==> src/rtl/inner_fn_issuer.sv <==
// inner_fn_issuer: streams cmd_count source words through the pipelined
// inner-function unit and writes the in-order results to a destination memory.
//
// state | meaning
// IDLE  | waiting for an accepted cmd_start
// ISSUE | one source read per enabled cycle; operands follow into the unit
// DRAIN | all reads issued, collecting the remaining results
// DONE  | one-cycle cmd_done pulse, then back to IDLE
// ERROR | no result within TIMEOUT cycles; error set, back to IDLE
module inner_fn_issuer #(
   parameter int ADDR_W     = 10,
   parameter int CNT_W      = 10,
   parameter int FN_LATENCY = 13,
   parameter int TIMEOUT    = 64
) (
   input  logic              clock,
   input  logic              aclr_n,
   input  logic              clk_en,
   input  logic              cmd_start,
   input  logic [ADDR_W-1:0] cmd_src_base,
   input  logic [ADDR_W-1:0] cmd_dst_base,
   input  logic [CNT_W-1:0]  cmd_count,
   output logic              busy,
   output logic              cmd_done,
   output logic              error,
   output logic              rd_en,
   output logic [ADDR_W-1:0] rd_addr,
   input  logic [31:0]       rd_data,
   output logic              fn_start,
   output logic [31:0]       fn_dataa,
   input  logic [31:0]       fn_result,
   input  logic              fn_done,
   output logic              wr_en,
   output logic [ADDR_W-1:0] wr_addr,
   output logic [31:0]       wr_data
);

   localparam int TMO_W = $clog2(TIMEOUT + 1);

   // A nominal unit must be able to return its first result before the timer fires.
   if (TIMEOUT <= FN_LATENCY) begin : g_bad_timeout
      $error("inner_fn_issuer: TIMEOUT must exceed FN_LATENCY");
   end

   typedef enum logic [2:0] {
      S_IDLE  = 3'd0,
      S_ISSUE = 3'd1,
      S_DRAIN = 3'd2,
      S_DONE  = 3'd3,
      S_ERROR = 3'd4
   } state_t;

   state_t            state;
   state_t            state_nxt;

   logic [ADDR_W-1:0] src_base;
   logic [ADDR_W-1:0] dst_base;
   logic [CNT_W-1:0]  count_q;
   logic [CNT_W-1:0]  issued;
   logic [CNT_W-1:0]  fn_issued;
   logic [CNT_W-1:0]  returned;
   logic              rd_valid_q;
   logic              error_q;
   logic [TMO_W-1:0]  tmo_left;

   logic              in_busy;
   logic              accept;
   logic              rd_fire;
   logic              fn_fire;
   logic              wr_fire;
   logic              stall;
   logic              tmo_expire;

   // Strobe qualification, timeout detection and next-state selection.
   always_comb begin
      state_nxt  = state;
      in_busy    = (state == S_ISSUE) || (state == S_DRAIN);
      accept     = clk_en && cmd_start && (state == S_IDLE);
      rd_fire    = clk_en && (state == S_ISSUE);
      // An operand already read when the block errors out is not sent on.
      fn_fire    = clk_en && rd_valid_q && in_busy;
      wr_fire    = clk_en && fn_done && in_busy;
      stall      = clk_en && in_busy && !fn_done && (fn_issued > returned);
      tmo_expire = stall && (tmo_left <= TMO_W'(1));

      if (clk_en) begin
         case (state)
            S_IDLE: begin
               if (accept) begin
                  state_nxt = (cmd_count == '0) ? S_DONE : S_ISSUE;
               end
            end
            S_ISSUE: begin
               if (tmo_expire) begin
                  state_nxt = S_ERROR;
               end else if (issued == count_q - CNT_W'(1)) begin
                  state_nxt = S_DRAIN;
               end
            end
            S_DRAIN: begin
               if (tmo_expire) begin
                  state_nxt = S_ERROR;
               end else if (wr_fire && (returned == count_q - CNT_W'(1))) begin
                  state_nxt = S_DONE;
               end
            end
            S_DONE:  state_nxt = S_IDLE;
            S_ERROR: state_nxt = S_IDLE;
            default: state_nxt = S_IDLE;
         endcase
      end
   end

   // Output decode; all strobes derive from the async-reset state so reset kills them at once.
   always_comb begin
      busy     = in_busy;
      cmd_done = clk_en && (state == S_DONE);
      error    = error_q;
      rd_en    = rd_fire;
      rd_addr  = src_base + ADDR_W'(issued);
      fn_start = fn_fire;
      fn_dataa = rd_data;
      wr_en    = wr_fire;
      wr_addr  = dst_base + ADDR_W'(returned);
      wr_data  = fn_result;
   end

   // State register.
   always_ff @(posedge clock or negedge aclr_n) begin
      if (!aclr_n) begin
         state <= S_IDLE;
      end else if (clk_en) begin
         state <= state_nxt;
      end
   end

   // Read-valid pipeline stage: rd_data lands one cycle after rd_en.
   always_ff @(posedge clock or negedge aclr_n) begin
      if (!aclr_n) begin
         rd_valid_q <= 1'b0;
      end else if (clk_en) begin
         rd_valid_q <= rd_fire;
      end
   end

   // Command latch, issue/return counters, timeout down-counter and sticky error.
   always_ff @(posedge clock or negedge aclr_n) begin
      if (!aclr_n) begin
         src_base  <= '0;
         dst_base  <= '0;
         count_q   <= '0;
         issued    <= '0;
         fn_issued <= '0;
         returned  <= '0;
         tmo_left  <= '0;
         error_q   <= 1'b0;
      end else if (accept) begin
         src_base  <= cmd_src_base;
         dst_base  <= cmd_dst_base;
         count_q   <= cmd_count;
         issued    <= '0;
         fn_issued <= '0;
         returned  <= '0;
         tmo_left  <= TMO_W'(TIMEOUT);
         error_q   <= 1'b0;
      end else if (clk_en) begin
         if (rd_fire) begin
            issued <= issued + CNT_W'(1);
         end
         if (fn_fire) begin
            fn_issued <= fn_issued + CNT_W'(1);
         end
         if (wr_fire) begin
            returned <= returned + CNT_W'(1);
         end
         if (fn_done) begin
            tmo_left <= TMO_W'(TIMEOUT);
         end else if (stall) begin
            tmo_left <= tmo_left - TMO_W'(1);
         end
         if (tmo_expire) begin
            error_q <= 1'b1;
         end
      end
   end

endmodule
==> config.mk <==
export PLATFORM = sky130hd
export DESIGN_NAME = inner_fn_issuer
export DESIGN_NICKNAME = d
export VERILOG_FILES = /design/src/rtl/inner_fn_issuer.sv
export SDC_FILE = /design/constraint.sdc
export NUM_CORES = 1
export LEC_CHECK = 0
export CORE_MARGIN = 1.5
export CORE_UTILIZATION = 25
export CTS_BUF_LIST = sky130_fd_sc_hd__clkbuf_8
export DETAILED_ROUTE_END_ITERATION = 8
export HOLD_SLACK_MARGIN = 0.06
export PLACE_DENSITY_LB_ADDON = 0.12
export SLEW_MARGIN = 40
export SYNTH_ARGS = -nofsm -noshare
export SYNTH_HDL_FRONTEND = slang
export SYNTH_SLANG_ARGS = --single-unit
==> constraint.sdc <==
create_clock -name clock -period 2.26 [get_ports clock]
set_input_delay 0.226 -clock clock [delete_from_list [all_inputs] [get_ports clock]]
set_output_delay 0.226 -clock clock [all_outputs]
set_load 0.01 [all_outputs]
==> results.md, run 1 <==
* Final wirelength at 14000 um
* Vias at 4365
* Min setup slack post-route at -495 ps
* Initial core utilization at 25.7%
* Switch share at 41.1%
* Routability cong. at 0.792
* Status: finished with violations
* GRT busiest layer: met2
* Mapped cell area at 5240 um^2
* FF-to-FF Start: returned[1]
* Most common cell after layout, fill and taps aside: nand2_1
* Placed cell area at 6300 um^2
* Arr. time, crit path at 2530 ps
* Clock power frac at 12.2%
* # setup viols final at 16
* Skew-Pair Late Insertion Delay at 360 ps
* Synth warn at 0
* Synth cell types at 56
* Buffers & Inverters on Critical Path at 2
* First-pass DRT Iterations at 4
* Residual DRC at 0
* Reg2reg path depth at 15
* Max-slew violations at 0
* Standard-cell rows at 52
* Synth Net Count at 745
* Via/cell ratio at 4.44
* Maxcap violations at 0
* Pwr Total at 0.00785 W
* First-pass GRT wire length at 23200 um
* Hpwl dp at 10400 um
* Chip Width at 148 um
* # clock sinks at 72
* Buffers added on ports at 60
* Hold EP: src_base[3]
* Max clock buf depth at 2
* Worst hold path type: primary input to flop
* Predominant post-synthesis flop cell: dfrtp_1
* Final TNS setup at -3020 ps
* Pwr per Cell Area at 1130 nW/um^2
* Post-synthesis sequential area ratio at 34.4%
* Pin count of the biggest net entering global routing at 40
* Number of synthesized flops with an enable pin at 0
* Failing checks: setup timing
* CP Capture Type: primary output
* Layout cells sized above 1 at 30.2%
* Crit path top cell by count: a21oi_2
* CP max FO at 2
* H-tree Lvls at 3
* DRT antenna net count at 0
* Mapped Cells at 610
* Worst Setup Path Type: flop to primary output
* FFs w/ async S/R, synth at 100%
* Core box area at 20400 um^2
* P&R area growth vs syn at 32.9%
* WHS Path Cells at 3
* R2r setup slk at -90 ps
* Worst Tran Pin Value at 573 ps
* Antenna violations before repair at 0
* Avg Inst Size Synth at 8.58 um^2
* GR Util All Layers at 13.4%
* Per-cell routed wire length at 14.2 um
* Vias in the first global route at 4694
* Root Driver: clkbuf_8
* Met2 GRT Util at 20.7%
* Most frequent cells in the layout: nand2_1 (102), buf_4 (99), dfrtp_1 (71), nor2_1 (39), clkdlybuf4s50_1 (39)
* Reg2Reg Capture Point: tmo_left[1]
* Final nets at 845
* Startpoint Class: flop
* TritonCTS Buffers at 9
* Fmax at 363 MHz
* Tcrit/Tclk final at 122%
* Final hold vios at 0
* CTS tree: built
* Clock transition at path regs at 80 ps
* Top Ports at 189
* Leak at 3.30 nW
* Die area at 21800 um^2
* Combinational Power Share at 61.3%
* CP Cell Sequence: ha_1 -> a21o_1 -> a21oi_2 -> o21bai_2 -> a2111oi_4 -> buf_4 -> o31ai_4 -> a21oi_2 -> xnor2_1 -> buf_2
* GR Util met1 at 17.8%
* Sequential share of power at 26.4%
* Rel. slew slack at 61.8%
* RSZ-0062 raised after global routing: yes
* Place WS at -644 ps
* Internal power at 0.00462 W
* Crit path time final at 2750 ps
* Max stage delay on crit path at 390 ps
* Diodes inserted at 0
* Max VDD drop at 346 uV
* GR Overflow Total at 0
* CP max-delay cell: dfrtp_1
* Seq cells post-synth at 72
* Final instance area at 6960 um^2
* Die H at 148 um
* CP top delay family: compound AO/OA/AOI/OAI gates
* Hold wc startpoint: cmd_src_base[3]
* GRT met3 Usage at 2.59%
* Worst EP required at 2030 ps
* 1st-iter DRT viols at 130
* Worst Skew at 13.6 ps
* NetSw at 0.00322 W
==> power by group through the flow <==
stage	clock, W	sequential, W	combinational (W)
detailed placement	0	0.00207	0.00436
global route	0.00106	0.00214	0.00534
finish	0.000958	0.00207	0.00481
CTS	0.00101	0.00207	0.00448
floorplan	0	0.00198	0.00257
global placement	0	0.00206	0.00432
==> logic make-up after synthesis <==
logic type	Yosys count	synth area share [%]
and+or+nand+nor	218	19.5
buffers and inverters	120	13.7
AOI/OAI and AO/OA	96	11.9
DFF	72	34.4
xor gates and xnor gates	65	10.9
adders and majority gates	36	8.89
muxes	3	0.669
==> routing by layer <==
layer | share of wire, % | vias up
li1 | - | 2174
met1 | 48 | 2046
met2 | 45 | 89
met3 | 4.3 | 56
met4 | 3.3 | 0
met5 | 0 | -
==> sequential cells by signal, indices dropped and copies added (netlist names) <==
signal and cells:
dst_base 10, fn_issued 10, issued 10, rd_valid_q 1, returned 10, error 1
tmo_left 7, count_q 10, state 3, src_base 10
==> Yosys cell counts (9+ instances only) <==
cell	n	area [um^2]
o21ai_0	17	85.1
clkbuf_1	14	52.6
a21oi_1	29	145
xnor2_1	36	315
inv_1	35	131
a21o_1	9	67.6
dfrtp_1	72	1800
xor2_1	29	254
buf_4	66	495
nand3_1	16	80.1
nand2_1	103	387
ha_1	34	425
nor2_1	46	173
==> how the worst max path moves through the flow <==
stage / cells after the start / from / to / slack [ps]
3_5_place_dp: 9 / dst_base[1] / wr_addr[9] / -640
2_1_floorplan: 10 / count_q[0] / state[0] / 7
6_report: 10 / returned[1] / wr_addr[9] / -490
4_1_cts: 10 / issued[1] / rd_addr[9] / -530
5_1_grt: 10 / issued[1] / rd_addr[9] / -660
3_3_place_gp: 9 / dst_base[1] / wr_addr[9] / -630
==> through the flow <==
stage	util (%)	hold slack, ps	instances
detailed placement	30.9	261	945
global route	34.2	395	983
global placement	30.9	264	945
floorplan	-	-69.6	610
CTS	32.7	363	967
finish	34.2	383	983
==> timing repair <==
item,CTS,global route
endpoints found under the setup margin,24,24
setup buffers,9,20
resized for setup,105,45
hold buffers,1,0
hold endpoints to repair,38,0
cloned,0,0
pin swaps,33,33
==> tightest hold or removal path: stages <==
cell	delay, ps
clkdlybuf4s50_1	390
nand2_1	50
nand2_1	40
==> cell type report <==
type                            instances  area, um^2
Clock inverter                          2        7.51
Inverter                               36         138
Clock buffer                           12         165
Sequential cell                        72        1800
Tap cell                              270         338
Timing Repair Buffer                  173        1450
Multi-Input combinational cell        418        3060
Fill cell                            2110       13400
Power figures use the tool's default switching activity.
==> inputs of run 2 (changes only) <==
--- a/config.mk
+++ b/config.mk
@@ -11,6 +11,7 @@
 export DETAILED_ROUTE_END_ITERATION = 8
 export HOLD_SLACK_MARGIN = 0.06
 export PLACE_DENSITY_LB_ADDON = 0.12
+export REMOVE_ABC_BUFFERS = 1
 export SLEW_MARGIN = 40
 export SYNTH_ARGS = -nofsm -noshare
 export SYNTH_HDL_FRONTEND = slang
==> constraint.sdc (replaced) <==
create_clock -name clock -period 2.26 [get_ports clock]
set_input_delay 0.452 -clock clock [delete_from_list [all_inputs] [get_ports clock]]
set_output_delay 0.452 -clock clock [all_outputs]
set_load 0.01 [all_outputs]
==> results.md, run 2 (synthesis gave the netlist of run 1 again) <==
* Antenna violations before repair at 0 (unchanged)
* Max-slew violations at 0 (unchanged)
* Fillers at 2141 (+1.5%)
* Multi-input logic area at 3040 um^2 (-0.86%)
* GR Util All Layers at 17.6% (+4.2 points)
* Final hold vios at 0 (unchanged)
* Die H at 148 um (unchanged)
* Residual DRC at 0 (unchanged)
* Buffers added on ports at 60 (unchanged)
* CP Cell Sequence: ha_1 -> a21o_1 -> a21oi_2 -> o21bai_2 -> a2111oi_2 -> buf_4 -> o31ai_4 -> a21oi_2 -> xnor2_1 -> buf_2
* Via/cell ratio at 4.56 (+2.7%)
* Place WS at -924 ps (-281 ps)
* Per-cell routed wire length at 18.5 um (+30%)
* 1st-iter DRT viols at 178 (+37%)
* # clock sinks at 72 (unchanged)
* Initial core utilization at 25.7% (unchanged)
* Max clock buf depth at 2 (unchanged)
* Worst Skew at 12.0 ps (-1.56 ps)
* Core box area at 20400 um^2 (unchanged)
* Worst Setup Path Type: flop to primary output
* Layout cells sized above 1 at 32.3% (+2.2 points)
* Max stage delay on crit path at 390 ps (about the same)
* DRT antenna net count at 0 (unchanged)
* Fin util at 34.8% (+0.59 points)
* Hpwl dp at 14100 um (+36%)
* Tcrit/Tclk final at 131% (+8.9 points)
* Final nets at 863 (+2.1%)
* Top Ports at 189 (unchanged)
* Root Driver: clkbuf_8
* Maxcap violations at 0 (unchanged)
* Vias at 4573 (+4.8%)
* Leak at 3.42 nW (+3.9%)
* First-pass GRT wire length at 28300 um (+22%)
* Min setup slack post-route at -695 ps (-201 ps)
* CP max-delay cell: dfrtp_1
* Final wirelength at 18600 um (+33%)
* Failing checks: setup timing
* RSZ-0062 raised after global routing: yes
* Diodes inserted at 0 (unchanged)
* Final hold slack at 487 ps (+104 ps)
* CP Capture Type: primary output
* Standard-cell rows at 52 (unchanged)
* Clock transition at path regs at 80 ps (about the same)
* Arr. time, crit path at 2500 ps (-30 ps)
* Reg area at 1800 um^2 (about the same)
* Max VDD drop at 310 uV (-10%)
* P&R area growth vs syn at 35.2%
* TritonCTS Buffers at 9 (unchanged)
* Chip Width at 148 um (unchanged)
* Skew-Pair Late Insertion Delay at 360 ps (about the same)
* Worst Tran Pin Value at 518 ps (-54.4 ps)
* Routability cong. at 0.781 (-1.3%)
* Most frequent cells in the layout: buf_4 (118), nand2_1 (102), dfrtp_1 (70), nor2_1 (43), clkdlybuf4s50_1 (37)
* CTS tree: built
* CP max FO at 2 (unchanged)
* Die area at 21800 um^2 (unchanged)
* Status: finished with violations
* Startpoint Class: flop
* Crit path top cell by count: a21oi_2
* Crit path time final at 2960 ps (+201 ps)
* Most common cell after layout, fill and taps aside: buf_4
* GR Overflow Total at 0 (unchanged)
* First-pass DRT Iterations at 4 (unchanged)
* Vias in the first global route at 4619 (-1.6%)
* Pwr per Cell Area at 1120 nW/um^2 (-0.82%)
* Worst EP required at 1810 ps (-220 ps)
* Worst hold path type: flop to flop
* H-tree Lvls at 3 (unchanged)
* Pin count of the biggest net entering global routing at 41 (+2.5%)
* Rel. slew slack at 65.1% (+3.3 points)
* # setup viols final at 15 (-1)
* Fmax at 338 MHz (-6.8%)
-- run 2: final cells by class --
cell class                      instances  share of cell area (%)
Tap cell                              270                    4.77
Clock buffer                           11                    2.14
Multi-Input combinational cell        418                    42.9
Timing Repair Buffer                  191                    22.0
Clock inverter                          5                   0.672
Sequential cell                        72                    25.5
Inverter                               36                    2.01
-- run 2: report_power, final --
group          switching, W  total [W]  internal [W]
sequential         0.000408    0.00210       0.00169
clock              0.000494    0.00105      0.000559
combinational       0.00231    0.00476       0.00246
total               0.00321    0.00792       0.00471
-- run 2: per-layer routing --
| layer | wire length, um | track usage, % | vias to the layer above |
|---|---|---|---|
| met5 | 216 | 9.09 | - |
| met4 | 275 | 5.40 | 8 |
| met3 | 2440 | 11.7 | 21 |
| met2 | 7120 | 22.2 | 185 |
| met1 | 8520 | 22.9 | 2136 |
| li1 | - | - | 2223 |
-- run 2: repair_timing --
action                                  4_1_cts  5_1_grt
gates resized for setup                     137       28
endpoints found under the setup margin       29       29
pin swaps                                    45       15
hold buffers                                  1        0
hold endpoints to repair                     24        0
setup buffers                                10       10
-- run 2: worst paths after layout --
check | startpoint | end | slack [ps] | cells past startpoint
max | returned[1] | wr_addr[9] | -700 | 10
min in group asynchronous | aclr_n | tmo_left[5] | 590 | 2
min reg2reg | dst_base[7] | dst_base[7] | 490 | 2
max in group asynchronous | aclr_n | count_q[5] | 1070 | 3
min | dst_base[7] | dst_base[7] | 490 | 2
max reg2reg | returned[4] | tmo_left[3] | -40 | 11
-- run 2: critical path, delay by kind of cell (launching register included) --
family / cells / cell delay (ps)
compound gates: 6 / 950
xor+xnor: 1 / 150
fa+ha+maj: 1 / 300
flops: 1 / 390
buf+inv: 2 / 350
-- run 2: metrics by stage --
step | setup TNS, ps | instance area [um^2] | total power [W] | std cells
floorplan | -2350 | 4660 | 0.00432 | 526
global placement | -10440 | 6450 | 0.00645 | 967
detailed placement | -10020 | 6450 | 0.00650 | 967
CTS | -6100 | 6890 | 0.00778 | 994
global route | -8310 | 7080 | 0.00860 | 1003
finish | -5610 | 7080 | 0.00792 | 1003
==> inputs of run 3 (changes only) <==
--- a/config.mk
+++ b/config.mk
@@ -9,6 +9,7 @@
 export CORE_UTILIZATION = 25
 export CTS_BUF_LIST = sky130_fd_sc_hd__clkbuf_8
 export DETAILED_ROUTE_END_ITERATION = 8
+export DONT_BUFFER_PORTS = 1
 export HOLD_SLACK_MARGIN = 0.06
 export PLACE_DENSITY_LB_ADDON = 0.12
 export REMOVE_ABC_BUFFERS = 1
==> results.md, run 3 (synthesis gave the netlist of run 1 again) <==
* Worst hold path type: primary input to flop
* Pin count of the biggest net entering global routing at 73 (+78%)
* Worst Tran Pin Value at 401 ps (-117 ps)
* Pwr per Cell Area at 1200 nW/um^2 (+7.6%)
* Vias at 4243 (-7.2%)
* Min setup slack post-route at -627 ps (+68.4 ps)
* Hpwl dp at 13700 um (-3.1%)
* Failing checks: setup timing
* Tcrit/Tclk final at 128% (-3.0 points)
* FF-to-FF Start: returned[5]
* Most frequent cells in the layout: nand2_1 (100), buf_4 (87), dfrtp_1 (71), nor2_1 (43), ha_1 (29)
* # clock sinks at 72 (unchanged)
* Buffers added on ports at 0 (-100%)
* Rel. slew slack at 73.1% (+8.0 points)
* CP max FO at 2 (unchanged)
* Startpoint Class: flop
* Initial core utilization at 25.7% (unchanged)
* Via/cell ratio at 4.67 (+2.5%)
* Root Driver: clkbuf_8
* Crit path time final at 2890 ps (-68.4 ps)
* Maxcap violations at 0 (unchanged)
* Final hold vios at 0 (unchanged)
* Clock transition at path regs at 80 ps (about the same)
* Chip Width at 148 um (unchanged)
* Core box area at 20400 um^2 (unchanged)
* Final wirelength at 18300 um (-1.5%)
* Standard-cell rows at 52 (unchanged)
* Pwr Total at 0.00765 W (-3.4%)
* TritonCTS Buffers at 9 (unchanged)
* CTS tree: built
* GR Util All Layers at 17.2% (-0.38 points)
* GR Overflow Total at 0 (unchanged)
* Hold wc startpoint: clk_en
* RSZ-0062 raised after global routing: yes
* Arr. time, crit path at 2440 ps (-60 ps)
* Worst Setup Path Type: flop to primary output
* DRT antenna net count at 0 (unchanged)
* Diodes inserted at 0 (unchanged)
* Crit path launch: returned[1]
* 1st-iter DRT viols at 142 (-20%)
* Vias in the first global route at 4323 (-6.4%)
* Fillers at 2186 (+2.1%)
* Worst EP required at 1810 ps (about the same)
* Final nets at 769 (-11%)
* Fmax at 346 MHz (+2.4%)
* H-tree Lvls at 3 (unchanged)
* Leak at 3.03 nW (-12%)
* Routability cong. at 0.805 (+3.1%)
* Residual DRC at 0 (unchanged)
* Status: finished with violations
* Placed cell area at 5640 um^2 (-13%)
* CP Capture Type: primary output
* First-pass GRT wire length at 27300 um (-3.5%)
* Layout cells sized above 1 at 29.2% (-3.2 points)
* First-pass DRT Iterations at 4 (unchanged)
* Antenna violations before repair at 0 (unchanged)
* # setup viols final at 16 (+1)
* R2r setup slk at -60 ps (-20 ps)
* Max VDD drop at 304 uV (-2.2%)
* Max clock buf depth at 2 (unchanged)
* Skew-Pair Late Insertion Delay at 370 ps (about the same)
* Final instance area at 6360 um^2 (-10%)
* Per-cell routed wire length at 20.1 um (+8.8%)
* Top Ports at 189 (unchanged)
* P&R area growth vs syn at 21.4%
* Worst Skew at 8.15 ps (-3.86 ps)
* Die H at 148 um (unchanged)
* Die area at 21800 um^2 (unchanged)
* Max-slew violations at 0 (unchanged)
* Most common cell after layout, fill and taps aside: nand2_1
==> run 3: worst max-delay path, cell delays in order, from the launching register on <==
cell	delay, ps
dfrtp_1	390
ha_1	300
a21o_1	180
a21oi_2	190
o21bai_2	120
a2111oi_2	290
buf_4	180
o31ai_2	70
a21oi_2	180
xnor2_2	160
==> run 3: final timing paths <==
kind | endpoint | cells after the start
hold reg to reg | src_base[6] | 2
setup / recovery | wr_addr[9] | 9
max in group asynchronous | count_q[2] | 2
min in group asynchronous | fn_issued[5] | 2
hold / removal | tmo_left[1] | 1
setup reg to reg | tmo_left[3] | 10
==> run 3: final cells by class <==
class / count / area, um^2 / share of cell area, %
sequential: 72 / 1800 / 28.4
tap: 270 / 338 / 5.31
inverter: 36 / 140 / 2.20
multi-input combinational: 418 / 3080 / 48.5
clock buffer: 9 / 124 / 1.95
clock inverter: 6 / 77.6 / 1.22
timing repair buffer: 97 / 790 / 12.4
==> run 3: per-stage QoR <==
| step | instances | hold slack (ps) | setup TNS (ps) | utilization, % | worst slack [ps] |
|---|---|---|---|---|---|
| after global routing | 908 | 156 | -7190 | 31.2 | -785 |
| final | 908 | 177 | -4850 | 31.2 | -627 |
| after global placement | 880 | 163 | -2240 | 27.7 | -448 |
| after CTS | 906 | 144 | -5860 | 30.3 | -673 |
| after floorplan | 526 | 156 | -2350 | - | -384 |
| after detailed placement | 880 | 163 | -2330 | 27.7 | -427 |
==> run 3: power breakdown <==
group          internal (W)  switching, W
logic               0.00216       0.00225
registers           0.00169      0.000426
clock network      0.000604      0.000525
total               0.00445       0.00320
==> run 3: per-layer routing <==
metal,part of all wire (%),global-route usage (%)
met5,1.1,9.09
met2,38,21.6
met4,1.6,5.45
met1,46,22.0
met3,14,12.1
==> run 3: timing repair <==
| action | CTS | global route |
|---|---|---|
| gates resized for setup | 54 | 42 |
| endpoints found under the setup margin | 19 | 27 |
| hold buffers | 2 | 0 |
| pin swaps | 42 | 27 |
| buffers inserted | 21 | 12 |
| hold endpoints to repair | 72 | 0 |
